[src/rtl/uut_clk_sequencer.sv]
// UUT clock sequencer: programmable-ratio clock enable and divided clock with
// free-run, burst and single-step modes, tick counting and latency capture.
module uut_clk_sequencer #(
  parameter int DIV_WIDTH = 8,
  parameter int CNT_WIDTH = 32
) (
  input  logic                 clk,
  input  logic                 rst,
  input  logic [1:0]           mode,
  input  logic [DIV_WIDTH-1:0] div_sel,
  input  logic [CNT_WIDTH-1:0] burst_len,
  input  logic                 start,
  input  logic                 stop,
  input  logic                 end_uut,
  output logic                 clk_en,
  output logic                 clk_div,
  output logic                 busy,
  output logic                 done,
  output logic [CNT_WIDTH-1:0] tick_count,
  output logic [CNT_WIDTH-1:0] latency,
  output logic                 lat_valid
);

  typedef enum logic [1:0] {IDLE, RUN, DONE} state_t;

  localparam logic [1:0] MODE_STOP  = 2'b00;
  localparam logic [1:0] MODE_BURST = 2'b10;
  localparam logic [1:0] MODE_STEP  = 2'b11;

  state_t               state_q, state_d;
  logic [DIV_WIDTH-1:0] phase_q, phase_d;
  logic [DIV_WIDTH-1:0] div_q, div_d;
  logic [1:0]           mode_q, mode_d;
  logic [CNT_WIDTH-1:0] len_q, len_d;
  logic [CNT_WIDTH-1:0] cnt_q, cnt_d;
  logic [CNT_WIDTH-1:0] lat_q, lat_d;
  logic                 latv_q, latv_d;
  logic                 clk_en_q, clk_div_q, busy_q, done_q;
  logic                 clk_en_d, clk_div_d, run_d;
  logic                 tick;
  logic [CNT_WIDTH-1:0] cnt_inc;

  // A zero-length burst never ticks; it only spends one cycle in RUN.
  assign tick    = (state_q == RUN) && (phase_q == div_q) &&
                   !((mode_q == MODE_BURST) && (len_q == '0));
  assign cnt_inc = (&cnt_q) ? cnt_q : cnt_q + 1'b1;

  always_comb begin
    state_d = state_q;
    phase_d = phase_q;
    div_d   = div_q;
    mode_d  = mode_q;
    len_d   = len_q;
    cnt_d   = cnt_q;
    lat_d   = lat_q;
    latv_d  = latv_q;
    case (state_q)
      IDLE: begin
        if (start && (mode != MODE_STOP)) begin
          state_d = RUN;
          mode_d  = mode;
          div_d   = div_sel;
          len_d   = burst_len;
          phase_d = '0;
          cnt_d   = '0;
          lat_d   = '0;
          latv_d  = 1'b0;
        end
      end
      RUN: begin
        if (end_uut && !latv_q) begin
          lat_d  = cnt_q;
          latv_d = 1'b1;
        end
        // The ratio is only re-sampled at a period boundary.
        if (tick) begin
          cnt_d   = cnt_inc;
          phase_d = '0;
          div_d   = div_sel;
        end else begin
          phase_d = phase_q + 1'b1;
        end
        if (stop ||
            ((mode_q == MODE_STEP) && tick && (cnt_inc == CNT_WIDTH'(1))) ||
            ((mode_q == MODE_BURST) && ((len_q == '0) || (tick && (cnt_inc == len_q)))))
          state_d = DONE;
      end
      default: begin
        state_d = IDLE;
        phase_d = '0;
      end
    endcase
  end

  // Outputs are predicted from next-state values so they can be flop outputs.
  always_comb begin
    run_d     = (state_d == RUN);
    clk_en_d  = run_d && (phase_d == div_d) && !((mode_d == MODE_BURST) && (len_d == '0));
    clk_div_d = run_d && ((div_d == '0) || (phase_d <= (div_d >> 1)));
  end

  always_ff @(posedge clk) begin
    if (!rst) begin
      state_q   <= IDLE;
      phase_q   <= '0;
      div_q     <= '0;
      mode_q    <= MODE_STOP;
      len_q     <= '0;
      cnt_q     <= '0;
      lat_q     <= '0;
      latv_q    <= 1'b0;
      clk_en_q  <= 1'b0;
      clk_div_q <= 1'b0;
      busy_q    <= 1'b0;
      done_q    <= 1'b0;
    end else begin
      state_q   <= state_d;
      phase_q   <= phase_d;
      div_q     <= div_d;
      mode_q    <= mode_d;
      len_q     <= len_d;
      cnt_q     <= cnt_d;
      lat_q     <= lat_d;
      latv_q    <= latv_d;
      clk_en_q  <= clk_en_d;
      clk_div_q <= clk_div_d;
      busy_q    <= run_d;
      done_q    <= (state_d == DONE);
    end
  end

  assign clk_en     = clk_en_q;
  assign clk_div    = clk_div_q;
  assign busy       = busy_q;
  assign done       = done_q;
  assign tick_count = cnt_q;
  assign latency    = lat_q;
  assign lat_valid  = latv_q;

endmodule

[config.mk]
export PLATFORM = sky130hd
export DESIGN_NAME = uut_clk_sequencer
export DESIGN_NICKNAME = d
export VERILOG_FILES = /design/src/rtl/uut_clk_sequencer.sv
export SDC_FILE = /design/constraint.sdc
export NUM_CORES = 1
export LEC_CHECK = 0
export BUFFER_PORTS_ARGS = -buffer_cell sky130_fd_sc_hd__buf_2
export CAP_MARGIN = 20
export CORE_ASPECT_RATIO = 1.4
export CORE_UTILIZATION = 58
export CTS_CLUSTER_SIZE = 10
export DETAILED_ROUTE_END_ITERATION = 7
export PLACE_DENSITY = 0.91
export SLEW_MARGIN = 20
export SYNTH_ARGS = -nofsm -noshare
export SYNTH_HDL_FRONTEND = slang
export SYNTH_SLANG_ARGS = --single-unit
[constraint.sdc]
create_clock -name clk -period 4.6 [get_ports clk]
set_clock_uncertainty 0.05 [all_clocks]
set_input_delay 0.46 -clock clk [delete_from_list [all_inputs] [get_ports clk]]
set_output_delay 0.46 -clock clk [all_outputs]
set_load 0.005 [all_outputs]
==> key figures <==
Run status
  – Outcome: finished, violations left
  – Failing checks: DRC

Synthesis
  – Post-synth top area share: 32.0%
  – Syn_nets: 1,075
  – Syn Inst Count: 1,019
  – Avg Cell Area, Syn: 7.43 um^2
  – Top-count cell post-synth: nand2_1
  – Warnings, synthesis: 0
  – Number of flops mapped to enable cells by yosys: 0
  – Seq/Total Area, Yosys: 32.0%
  – Synth cell types: 80
  – Mapped cell area: 0.00757 mm^2
  – Area leader, netlist: dfxtp_1
  – Synth Flop Type: dfxtp_1
  – Synth Register Bits: 121
  – Top post-synthesis cells by count: nand2_1 (154), a21oi_1 (126), dfxtp_1 (121)
  – Ys async rst share: 0%
  – Top cells by area, synth: dfxtp_1 (32%), a21oi_1 (8.3%), nand2_1 (7.6%), nand3_1 (4.0%), nor2_1 (3.7%)

GRT
  – Initial antenna violation count: 0
  – Via count of the first global-routing pass: 7,774
  – Pin count of the biggest net entering global routing: 72
  – GRT Util Overall: 40.8%
  – First-pass GRT wire length: 42.2 mm
  – Total gr overflow: 0

Power
  – Part of the power in combinational logic: 12.5%
  – Switching pwr: 0.779 mW
  – Worst VDD drop: 0.000249 V
  – LEAKAGE: 3.43 nW
  – Pint: 2.04 mW
  – Share of power burned in registers: 39.8%
  – Power Total: 2.82 mW
  – Cell Pwr Density: 318 mW/mm^2
  – Switching Share: 27.6%
  – Clock share of power: 47.7%

Clocking
  – CTS tree: yes
  – Clk buf depth: 2
  – Root Buffer: clkbuf_16
  – CTS clk-pin slew, worst paths: 0.06 ns
  – CTS Hold Bufs: 0
  – H-tree depth: 4
  – Insertion delay to the later sink of the worst-skew pair: 0.42 ns
  – CTS buffer count: 17
  – Clock Sink Count: 121
  – Post-cts resize count: 0
  – Setup Fix Bufs, Post-CTS: 0

Detailed routing
  – Vias: 8,568
  – Vias per Instance: 6.70
  – Post-Route WL: 27.3 mm
  – Final ANT Viol Nets: 0
  – DR DRC count: 7
  – DR iter-0 viols: 1,013
  – DR WL/cell: 21.3 um
  – Initial DRT Pass Iterations: 8

Timing
  – Setup Viol. Count Final: 0
  – Final Cycle Share: 91.7%
  – Fin. Hold Viols: 0
  – RSZ-0062 raised after global routing: false
  – Relative slew margins: 45.5%
  – Pins Over Slew Limit: 0
  – Fmax: 237 MHz
  – Final min period: 4.22 ns
  – Hold Worst Slack: 0.236 ns
  – Worst Tran Pin Value: 0.812 ns
  – TNS Setup: 0 ns

Final layout
  – Final nets: 1,169
  – Fraction of layout cells with a size suffix above 1: 19.1%
  – Design area: 0.00887 mm^2
  – Layout area overhead: 17.2%
  – Antenna diodes: 0

Worst setup path
  – Crit start category: flip-flop
  – CP Class: reg -> reg
  – Worst EP required: 4.92 ns
  – Worst Path Max Fanout: 11
  – Worst setup EP type: flip-flop
  – Critical path data arrival time: 4.53 ns

Floorplan
  – Initial core utilization: 59.1%
  – Core area: 0.0128 mm^2
  – Row Count: 49
  – Die footprint: 0.0135 mm^2
  – Num ports: 116
  – Die Y-Extent: 137 um
  – Die width: 98.5 um

Run
  – Max-cap violations: 0

Place
  – Port buffer count: 115
  – DP HPWL: 19.8 mm
  – DP Area: 0.00827 mm^2
  – Placer Congestion: 1.02

Min path
  – Hold WC Path Type: in -> reg
## cells by family after synthesis
family / count (synthesis) / synth area share, %
AND/OR/NAND/NOR: 477 / 32.6
AO/OA/AOI/OAI: 255 / 20.5
flip-flops: 121 / 32.0
buffers and inverters: 92 / 5.49
XOR/XNOR: 50 / 5.89
multiplexers: 15 / 2.02
adder cells (fa/ha/maj): 9 / 1.49
## power by group through the flow
stage / logic, mW / registers (mW) / clock network, mW
6_report: 0.353 / 1.12 / 1.34
5_1_grt: 0.385 / 1.12 / 1.39
4_1_cts: 0.345 / 1.12 / 1.35
3_5_place_dp: 0.341 / 1.14 / 0
3_3_place_gp: 0.335 / 1.14 / 0
2_1_floorplan: 0.237 / 1.12 / 0
## stage by stage
step                setup slack [ns]  std cells  utilization, %
finish                         0.384       1279            69.2
global route                   0.210       1279            69.2
CTS                            0.472       1279            69.2
detailed placement             0.621       1247            64.6
global placement               0.715       1247            64.6
floorplan                      0.942       1019               -
## path summary, 6_finish.rpt
kind,startpoint,end,slack [ns],cells after the start
worst max register to register,len_q[1],clk_div,0.38,17
worst max-delay path,len_q[1],clk_div,0.38,17
worst min-delay path,burst_len[19],len_q[19],0.24,3
worst min register to register,latency[15],latency[15],0.41,2
## registers in the layout (all words and copies together) (netlist names)
| name | flops |
|---|---|
| done | 1 |
| state_q | 2 |
| len_q | 32 |
| clk_en | 1 |
| mode_q | 2 |
| busy | 1 |
| clk_div | 1 |
| phase_q | 8 |
| latency | 32 |
| lat_valid | 1 |
| tick_count | 32 |
| div_q | 8 |
## layout by cell type (no fill, tap or decap), types with 13 or more instances in the layout
master and count:
a211oi_1 15, nand4_1 26, xor2_1 19, nor3_1 28
buf_2 115, nand3_1 61, clkbuf_16 17, xnor2_1 30
a21oi_1 126, dfxtp_1 121, o21ai_0 41, inv_1 13
nor2_1 74, nand2_1 154, buf_4 38, and3_1 14
nor4_1 27, mux2i_1 13
## per-layer routing
| layer | share of wire, % | up-vias | track usage, % |
|---|---|---|---|
| met2 | 47 | 611 | 66.7 |
| met3 | 10 | 150 | 7.20 |
| li1 | - | 3885 | - |
| met4 | 6.2 | 0 | 23.8 |
| met1 | 37 | 3922 | 50.6 |
| met5 | 0 | - | 0 |
## area by class of cell
cell class	instances	area [um^2]
inverters	14	52.6
flip-flops and latches	121	2420
fillers	1093	3940
clock inverters	12	141
clock buffers	20	457
well taps	153	191
multi-input cells	806	4750
repair buffers	153	861
## worst max-delay path: stages, from the launching register on
cell and delay, ns:
dfxtp_1 0.36, nor4_1 0.48, nand4_1 0.16, or4_1 0.63, nand2_2 0.28, nand2_1 0.22, nor3b_1 0.28, a21o_1 0.18
ha_1 0.26, o21a_1 0.11, o21a_1 0.16, o21a_1 0.16, o21ai_0 0.18, nand2b_1 0.08, a21oi_1 0.15, a41oi_1 0.06
o22ai_1 0.21, and2_1 0.16
No activity file was read; power rests on OpenSTA's default activity.
